[config.mk]
export PLATFORM = sky130hd
export DESIGN_NAME = varredura_display
export DESIGN_NICKNAME = d
export VERILOG_FILES = /design/src/rtl/varredura_display.sv
export SDC_FILE = /design/constraint.sdc
export NUM_CORES = 1
export LEC_CHECK = 0
export ABC_AREA = 1
export CAP_MARGIN = 10
export CORE_MARGIN = 1.5
export CORE_UTILIZATION = 30
export DETAILED_ROUTE_END_ITERATION = 16
export MAX_ROUTING_LAYER = met4
export PLACE_DENSITY_LB_ADDON = 0.15
export SLEW_MARGIN = 20
export SYNTH_ARGS = -nofsm -noshare
export SYNTH_HDL_FRONTEND = slang
export SYNTH_SLANG_ARGS = --single-unit
[constraint.sdc]
create_clock -name clk -period 2.8 [get_ports clk]
set_input_delay 0.56 -clock clk [delete_from_list [all_inputs] [get_ports clk]]
set_output_delay 0.56 -clock clk [all_outputs]
set_load 0.02 [all_outputs]
[src/rtl/varredura_display.sv]
// Scan controller for the two-digit seven-segment display: alternates the
// actions and speed digits with an optional dark gap between them.
module varredura_display #(
    parameter int DIV         = 50000,
    parameter int ON_TICKS    = 4,
    parameter int BLANK_TICKS = 1,
    parameter int CW          = 16
) (
    input  logic       clk,
    input  logic       rst_n,
    input  logic       enable,
    output logic       aux,
    output logic [1:0] dig_n,
    output logic       blank,
    output logic       frame_done
);

    typedef enum logic [2:0] {
        IDLE   = 3'd0,
        DIG0   = 3'd1,
        BLANK0 = 3'd2,
        DIG1   = 3'd3,
        BLANK1 = 3'd4
    } state_t;

    localparam logic [CW-1:0] DIV_M1   = CW'(DIV - 1);
    localparam logic [CW-1:0] ON_M1    = CW'(ON_TICKS - 1);
    localparam logic [CW-1:0] BLANK_M1 = CW'((BLANK_TICKS == 0) ? 0 : BLANK_TICKS - 1);
    localparam bit            NO_BLANK = (BLANK_TICKS == 0);

    state_t        state_q, state_d;
    logic [CW-1:0] div_cnt_q, div_cnt_d;
    logic [CW-1:0] ph_cnt_q, ph_cnt_d;
    logic          aux_q, aux_d;
    logic [1:0]    dig_n_q, dig_n_d;
    logic          blank_q, blank_d;
    logic          frame_done_q, frame_done_d;

    logic          tick;
    logic [CW-1:0] ph_last;

    always_ff @(posedge clk) begin
        if (!rst_n) begin
            state_q      <= IDLE;
            div_cnt_q    <= '0;
            ph_cnt_q     <= '0;
            aux_q        <= 1'b0;
            dig_n_q      <= 2'b11;
            blank_q      <= 1'b1;
            frame_done_q <= 1'b0;
        end else begin
            state_q      <= state_d;
            div_cnt_q    <= div_cnt_d;
            ph_cnt_q     <= ph_cnt_d;
            aux_q        <= aux_d;
            dig_n_q      <= dig_n_d;
            blank_q      <= blank_d;
            frame_done_q <= frame_done_d;
        end
    end

    always_comb begin
        state_d   = state_q;
        div_cnt_d = div_cnt_q;
        ph_cnt_d  = ph_cnt_q;
        tick      = (div_cnt_q == DIV_M1);
        ph_last   = ((state_q == DIG0) || (state_q == DIG1)) ? ON_M1 : BLANK_M1;
        if (!enable) begin
            state_d   = IDLE;
            div_cnt_d = '0;
            ph_cnt_d  = '0;
        end else if (state_q == IDLE) begin
            state_d   = DIG0;
            div_cnt_d = '0;
            ph_cnt_d  = '0;
        end else begin
            div_cnt_d = tick ? '0 : div_cnt_q + CW'(1);
            if (tick) begin
                if (ph_cnt_q == ph_last) begin
                    ph_cnt_d = '0;
                    case (state_q)
                        DIG0:    state_d = NO_BLANK ? DIG1 : BLANK0;
                        BLANK0:  state_d = DIG1;
                        DIG1:    state_d = NO_BLANK ? DIG0 : BLANK1;
                        BLANK1:  state_d = DIG0;
                        default: state_d = IDLE;
                    endcase
                end else begin
                    ph_cnt_d = ph_cnt_q + CW'(1);
                end
            end
        end
    end

    // Outputs are decoded from the next state so they land in flops together
    // with the state they describe.
    always_comb begin
        aux_d        = 1'b0;
        dig_n_d      = 2'b11;
        blank_d      = 1'b1;
        frame_done_d = (state_d == DIG0) && ((state_q == DIG1) || (state_q == BLANK1));
        case (state_d)
            DIG0:    begin aux_d = 1'b0; dig_n_d = 2'b10; blank_d = 1'b0; end
            BLANK0:  begin aux_d = 1'b1; dig_n_d = 2'b11; blank_d = 1'b1; end
            DIG1:    begin aux_d = 1'b1; dig_n_d = 2'b01; blank_d = 1'b0; end
            default: begin aux_d = 1'b0; dig_n_d = 2'b11; blank_d = 1'b1; end
        endcase
    end

    assign aux        = aux_q;
    assign dig_n      = dig_n_q;
    assign blank      = blank_q;
    assign frame_done = frame_done_q;

endmodule

==> flow_results.org, run 1 <==
** Synthesis
- Fraction of the yosys area taken by sequential cells :: approximately 38%
- The Yosys step of the flow raised 0 warnings.
- Synthesis produced a netlist with a net count of 310.
- Synthesized instance count :: 305
- The synthesized design contains 40 register bits.
- The mapped netlist covers about 2100 um2.
- Syn Area/Cell :: 6.916 um2
- Unique masters post-synth :: 28

** Clock network
- Number of sinks on the clock net :: 40
- Clock-pin slew was measured on the worst setup and hold paths at 0.09 ns.
- CTS built an H-tree with a depth of 2.
- Counting along the longest clock path gives a buffer depth of 2.
- TritonCTS built the clock tree.
- Buffers inserted to repair hold after CTS numbered 0.
- Clk Tree Root Cell :: sky130_fd_sc_hd__clkbuf_8
- Post-CTS setup buffer count :: 0
- Total CTS buffers :: 5
- Gates resized during post-CTS repair numbered 0.
- Clock latency on the worst-skew pair, taken at its later pin, is 0.30 ns.

** Route
- After detailed routing, the average wire length per cell comes to 10.55 um.
- Vias per cell :: 4.461
- Detailed router's first-iteration violation count :: 52
- Pre-Repair DR Iteration Count :: 4
- The routed layout has 1838 vias.
- Post-Route WL :: 4346 um
- For this run, design rule violations remaining after detail routing come to 0.
- The count of nets left with antenna violations once routing finished came out at 0.

** Worst setup path
- Grouping stages by cell kind, the critical path spends the most delay in simple AND/OR/NAND/NOR gates.
- Critical-path cell list :: ha_1, nand3_4, nor2_4, nand3_2, nor2_4, inv_1, nand2_2, o21bai_1, a21oi_1
- Among all stages on the critical path, the largest delay is contributed by sky130_fd_sc_hd__dfxtp_1.
- Required time reported for the critical path endpoint :: 2.99 ns
- Worst Setup Path Type :: flip-flop to flip-flop
- In this run the worst path has a maximum fanout of 16.
- Delay of the slowest cell on the worst path :: 0.38 ns
- Together, buffers and inverters on the worst path number 1.
- Sort of element at the end of the critical path :: flip-flop
- STA classifies the critical path startpoint as a flip-flop.
- WP data arrival :: 2.23 ns
- Cell mode on critical path :: sky130_fd_sc_hd__nor2_4

** Placed design
- In this run the tool buffered the top-level ports with 7 buffer cells.
- HPWL after DPL :: 3308 um
- The number of placed instances, taps included, is about 400.
- Final estimated routing congestion in global placement :: 0.7891

** STA
- Transition time at the pin with the least slew margin :: roughly 0.69 ns
- Of the available clock period, the critical path in the final layout requires 72.95%.
- Static timing analysis puts the maximum clock frequency at between 400 and 500 MHz.
- Unrepaired setup endpoints after global routing :: false
- Normalized max-slew margin :: 53.58%
- The final number of max-transition violations was 0.
- Counting I/O delays and the setup requirement, the final critical path takes ~2 ns.
- For the final routed database, the setup TNS stands at 0 ns.
- Across the routed clock network, the largest skew measured is 0.01097 ns.
- Setup violations remaining at the end of the flow were counted as 0.
- Hold Vio Cnt, Final :: 0

** Global route
- The first global-routing pass estimated between 7000 and 8000 um of wire.
- The number of global-route vias before repair is 1663.
- Summed over all layers, the global routing overflow is 0.
- Largest net degree at the start of global routing :: 17
- The initial antenna violation count was 0.
- Across every metal layer, demand over resource in global routing totals 12.89%.

** Power
- Dividing total power by cell area gives a power density of 454.3 nW/um2.
- Leakage :: 0.8588 nW
- VDD sags by at most 0.2574 mV.
- Total Power Consumption :: 1.082 mW

** Floorplanning
- The region available for standard cell placement spans between 6000 and 7000 um2.
- Width of the die :: 86.86 um
- 8 I/O pins were placed.
- The initial utilization of the core area, before any placement, comes to 31.05%.
- Overall die height :: 86.86 um
- The floorplan step defined a die boundary enclosing 7544 um2.
- Number of rows in the core area :: 30

** Outcome
- The run finished with clean final reports.

** Hold path
- Class of the tightest hold or removal check :: flip-flop to flip-flop

** Run
- Max-cap violations in this run came to 0.

** Final layout
- Number of diodes :: 0
- Finished Layout Cells :: 412
- Final nets :: 320
- Compared with the post-synthesis result, the final layout area differs by 12.93%.
- The post-route netlist has 8.544% of its cells at a drive strength greater than 1.
- The library cell used most frequently in the layout, excluding fill and tap cells, is sky130_fd_sc_hd__nand2_1.
- Commonest non-fill, non-tap cells in the layout :: sky130_fd_sc_hd__nand2_1, sky130_fd_sc_hd__inv_1, sky130_fd_sc_hd__dfxtp_1
[worst reg2reg max path: cells and delay by family (launching register included)]
kind	cells	cell delay (ns)
AO/OA/AOI/OAI	2	0.21
AND/OR/NAND/NOR	5	0.91
flip-flops	1	0.38
adder cells (fa/ha/maj)	1	0.24
buffers and inverters	1	0.20
[sequential cells by signal (all words and copies together) (netlist names)]
register,count
aux,1
blank,1
dig_n,2
div_cnt_q,16
frame_done,1
ph_cnt_q,16
state_q,3
[report_power, final]
| part | leakage (nW) | switching, mW | total (mW) | internal (mW) |
|---|---|---|---|---|
| Clock | 0.0541 | 0.216 | 0.480 | 0.264 |
| Sequential | 0.323 | 0.00158 | 0.573 | 0.571 |
| Combinational | 0.482 | 0.0186 | 0.0297 | 0.0112 |
[area by class of cell]
type | count | area [um2]
clock buffer | 5 | 68.82
clock inverter | 3 | 42.54
fill | 749 | 4412
inverter | 46 | 172.7
multi-input combinational | 215 | 1107
sequential | 40 | 800.8
tap | 96 | 120.1
timing repair buffer | 7 | 70.07
[routing by layer]
layer / vias to the layer above / track usage, % / share of wire (%)
met5: - / - / 0
met4: 0 / 4.399 / 1.5
met3: 4 / 3.128 / 2.3
met2: 14 / 19.17 / 43
met1: 810 / 17.06 / 53
li1: 1010 / - / -
[cells in the mapped netlist]
library cell / instances / share of area (%)
sky130_fd_sc_hd__nand2_1: 67 / 12
sky130_fd_sc_hd__inv_1: 46 / 8.2
sky130_fd_sc_hd__dfxtp_1: 40 / 38
sky130_fd_sc_hd__nor2_1: 35 / 6.2
sky130_fd_sc_hd__a21oi_1: 22 / 5.2
sky130_fd_sc_hd__nor3_1: 19 / 4.5
sky130_fd_sc_hd__nand3_1: 18 / 4.3
sky130_fd_sc_hd__nand4_1: 13 / 3.9
sky130_fd_sc_hd__o21ai_0: 6 / 1.4
sky130_fd_sc_hd__nand2_2: 4 / 1.2
sky130_fd_sc_hd__nand3_2: 4 / 1.9
sky130_fd_sc_hd__nor2_4: 4 / 2.1
sky130_fd_sc_hd__o21a_1: 4 / 1.4
sky130_fd_sc_hd__or2_0: 3 / 0.89
sky130_fd_sc_hd__a211oi_1: 2 / 0.71
sky130_fd_sc_hd__buf_2: 2 / 0.47
sky130_fd_sc_hd__ha_1: 2 / 1.2
sky130_fd_sc_hd__nand3_4: 2 / 1.7
sky130_fd_sc_hd__nor2_2: 2 / 0.59
sky130_fd_sc_hd__nor4_1: 2 / 0.59
sky130_fd_sc_hd__and3_2: 1 / 0.36
sky130_fd_sc_hd__buf_4: 1 / 0.36
sky130_fd_sc_hd__buf_6: 1 / 0.53
sky130_fd_sc_hd__nor3b_1: 1 / 0.36
sky130_fd_sc_hd__nor4_4: 1 / 1.0
sky130_fd_sc_hd__o21bai_1: 1 / 0.36
sky130_fd_sc_hd__or2_2: 1 / 0.30
sky130_fd_sc_hd__xnor2_1: 1 / 0.42
[worst paths after layout]
| kind | from | end | slack [ns] | cells past startpoint |
|---|---|---|---|---|
| hold reg to reg | div_cnt_q[0] | div_cnt_q[0] | 0.47 | 1 |
| setup / recovery | div_cnt_q[0] | div_cnt_q[11] | 0.76 | 9 |
| hold / removal | div_cnt_q[0] | div_cnt_q[0] | 0.47 | 1 |
| setup reg to reg | div_cnt_q[0] | div_cnt_q[11] | 0.76 | 9 |
[cells by family after synthesis]
logic type	after synthesis	share of synthesized area [%]
adder cells (fa/ha/maj)	2	1.186
AND/OR/NAND/NOR	177	41.76
flip-flops	40	37.96
AO/OA/AOI/OAI	35	9.134
buffers and inverters	50	9.550
XOR/XNOR	1	0.4153
[stage by stage]
stage / instance area, um2 / hold slack [ns] / setup WS (ns) / util, %
6_report: 2382 / 0.4685 / 0.7574 / 35.06
5_1_grt: 2382 / 0.5123 / 0.5317 / 35.06
4_1_cts: 2382 / 0.4808 / 0.7346 / 35.06
3_5_place_dp: 2271 / 0.4582 / 0.6238 / 33.43
3_3_place_gp: 2271 / 0.4487 / 0.6772 / 33.43
2_1_floorplan: 2110 / 0.4295 / 1.224 / -
(Power assumes the default switching activity.)
==> inputs of run 2 (changes only) <==
- clock period: 2.8 -> 1.97 ns (I/O delays scaled with it)
==> run 2 against run 1 <==
- critical endpoint is now blank
- critical path depth grew 2
- final cell count grew 2.4%
- worst hold slack lost 0.00062 ns
- power grew 48%
- wire length grew 0.94%
- setup slack lost 0.58 ns
- largest power group unchanged
- non-clock buffer count grew 10
- register-to-register slack lost 0.58 ns
==> flow_results.org, run 2 (synthesis gave the netlist of run 1 again) <==
** Final layout
- Layout cell share with drive strength beyond 1 :: 11.35% (+2.8 points)
- The end-of-flow core utilization was 36.39% (+1.3 points).
- Fill cell count :: 731 (-2.4%)
- In the final layout, the registers with the most flip-flops are div_cnt_q x16, ph_cnt_q x16, state_q x3.
- Number of diodes :: 0 (unchanged)
- The area taken by flip-flops and latches came to 800.8 um2 (unchanged).
- Final nets :: 330 (+3.1%)
- The top cell types in the final layout, fill and taps aside, are sky130_fd_sc_hd__nand2_1, sky130_fd_sc_hd__inv_1, sky130_fd_sc_hd__dfxtp_1.
- The area taken by multi-input logic gates is 1107 um2 (unchanged).
- Area growth from synthesis to layout :: 17.20%
- The library cell used most frequently in the layout, excluding fill and tap cells, is sky130_fd_sc_hd__nand2_1.
- Finished Layout Cells :: 422 (+2.4%)

** Route
- Post-DRT Antenna Nets :: 0 (unchanged)
- Pre-Repair DR Iteration Count :: 4 (unchanged)
- Detailed-routed wire length on met3 :: 105 um (+2.9%)
- The total wirelength of the detailed-routed design was 4387 um (+0.94%).
- The length of routed wiring on met1 came to 2359 um (+3.0%).
- The via count came to 1901 (+3.4%).
- The detailed-route vias per instance came to 4.505 (+0.98%).
- After detailed routing, no signal wire sits above met4.
- Residual DRC count :: 0 (unchanged)
- Met2 wire length :: 1886 um (unchanged)
- The DRC marker count from the first detailed-route iteration came to 77 (+48%).
- The routed wirelength normalized by instance count came to 10.40 um (-1.4%).

** Worst setup path
- Crit start category :: flip-flop
- Critical-path cell list :: ha_1, nand3_4, nor2_4, nand3_2, nor2_4, buf_4, nand3_4, nand3_2, nand2_2, nor2_4, nand2_1
- Sort of element at the end of the critical path :: flip-flop
- Delay of the slowest cell on the worst path :: 0.38 ns (about the same)
- WP data arrival :: 1.99 ns (-0.24 ns)
- The critical path in this run is classified as flip-flop to flip-flop.
- The slowest stage of the critical path is the sky130_fd_sc_hd__dfxtp_1 cell.
- By instance count, the cell type seen most on the critical path is sky130_fd_sc_hd__nor2_4.
- Crit path max fanout :: 5 (-11)
- Required time reported for the critical path endpoint :: 2.16 ns (-0.83 ns)

** Floorplanning
- The floorplan die area came to 7544 um2 (unchanged).
- Core area :: 6794 um2 (unchanged)
- The width of the die was 86.86 um (unchanged).
- Number of rows in the core area :: 30 (unchanged)
- Initial core utilization :: 31.05% (unchanged)
- The die height is 86.86 um (unchanged).
- I/O pins :: 8 (unchanged)

** Clock network
- The total number of H-tree levels is 2 (unchanged).
- Clock Path Buffers :: 2 (unchanged)
- The clock-pin transition on the worst setup and hold timing paths was 0.08 ns (about the same).
- The quantity of hold-fixing buffers added after cts came to 0 (unchanged).
- TritonCTS built the clock tree.
- The tree is rooted in a sky130_fd_sc_hd__clkbuf_8.
- The number of buffers added by the clock tree synthesis step was 5 (unchanged).
- The number of sinks driven by the clock tree was 40 (unchanged).
- Skew-Pair Late Insertion Delay :: 0.29 ns (about the same)

** STA
- The maximum clock frequency was 556.5 MHz (+14%).
- Worst clock skew :: 0.007798 ns (-0.003168 ns)
- Fin crit period :: 1.797 ns (-0.2456 ns)
- The final hold slack was 0.4679 ns (-0.0006150 ns).
- Final worst-path cycle share :: 91.22% (+18 points)
- Number of setup violations in the final report :: 0 (unchanged)
- Hold Vio Cnt, Final :: 0 (unchanged)
- Final Max Slew Viols :: 0 (unchanged)
- The worst slew margin relative to its limit is 76.89% (+23 points).
- Transition time at the pin with the least slew margin :: 0.3435 ns (-0.3476 ns)

** Placed design
- Port Buffer Count :: 7 (unchanged)
- HPWL after DPL :: 3379 um (+2.2%)
- Final estimated routing congestion in global placement :: 0.8294 (+5.1%)
- The cell count after placement came to 413 (+2.2%).

** Run
- The max-capacitance violation count was 0 (unchanged).

** Global route
- The number of global-route vias before repair came to 1691 (+1.7%).
- Global Route Usage Sum :: 12.91% (+0.025 points)
- Global-route wire length before repair :: 7617 um (+2.1%)
- Largest net degree at the start of global routing :: 13 (-4)
- The total congestion overflow after global routing was 0 (unchanged).
- The initial antenna violation count is 0 (unchanged).

** Power
- The cell area power density came to 649.6 nW/um2 (+43%).
- Total Power Consumption :: 1.606 mW (+48%)
- Leakage :: 0.9171 nW (+6.8%)
- The worst ir drop on vdd is 0.3599 mV (+40%).

** Hold path
- The min-delay analysis places its worst path in the category flip-flop to flip-flop.

** Outcome
- The flow ran to the end, and the final reports show no timing, DRC or antenna violations.
## run 2: cell types whose count changed in the layout (fill, tap and decap cells not counted), sizes merged
cell and change:
buf +10, clkbuf +2, clkinv -1, clkinvlp -1
## run 2: metrics by stage
step / TNS, ns / setup WS, ns / area, um2
after floorplan: 0 / 0.3943 / 2110
after global placement: 0 / 0.08105 / 2338
after detailed placement: 0 / 0.03576 / 2338
after CTS: 0 / 0.1076 / 2465
after global routing: -0.004102 / -0.004102 / 2472
final: 0 / 0.1730 / 2472
## run 2: repair_timing
action                                  4_1_cts  5_1_grt
setup buffers                                 0        1
gates resized for setup                       0        0
endpoints found under the setup margin        0       14
## run 2: final timing paths
kind / start / to / slack (ns) / cells past startpoint
worst max-delay path: div_cnt_q[0] / blank / 0.17 / 11
worst min-delay path: div_cnt_q[0] / div_cnt_q[0] / 0.47 / 1
worst max register to register: div_cnt_q[0] / blank / 0.17 / 11
worst min register to register: div_cnt_q[0] / div_cnt_q[0] / 0.47 / 1
## run 2: critical path: cells and delay by family, from the launching register on
kind	cells	cell delay (ns)
adder cells (fa/ha/maj)	1	0.25
buffers and inverters	1	0.16
flip-flops	1	0.38
AND/OR/NAND/NOR	9	0.90
## run 2: layer usage
metal / vias up / track usage, %
met5: - / -
met4: 0 / 3.812
met3: 5 / 3.033
met2: 17 / 18.96
met1: 840 / 17.59
li1: 1039 / -
## run 2: cell type report
type | count | share of cell area, %
Multi-Input combinational cell | 215 | 44.79
Sequential cell | 40 | 32.39
Inverter | 46 | 6.984
Timing Repair Buffer | 17 | 5.870
Tap cell | 96 | 4.858
Clock buffer | 7 | 3.897
Clock inverter | 1 | 1.215
## run 2: report_power, final
| group | internal (mW) | switching (mW) |
|---|---|---|
| clock network | 0.447 | 0.297 |
| registers | 0.812 | 0.00231 |
| logic | 0.0196 | 0.0274 |
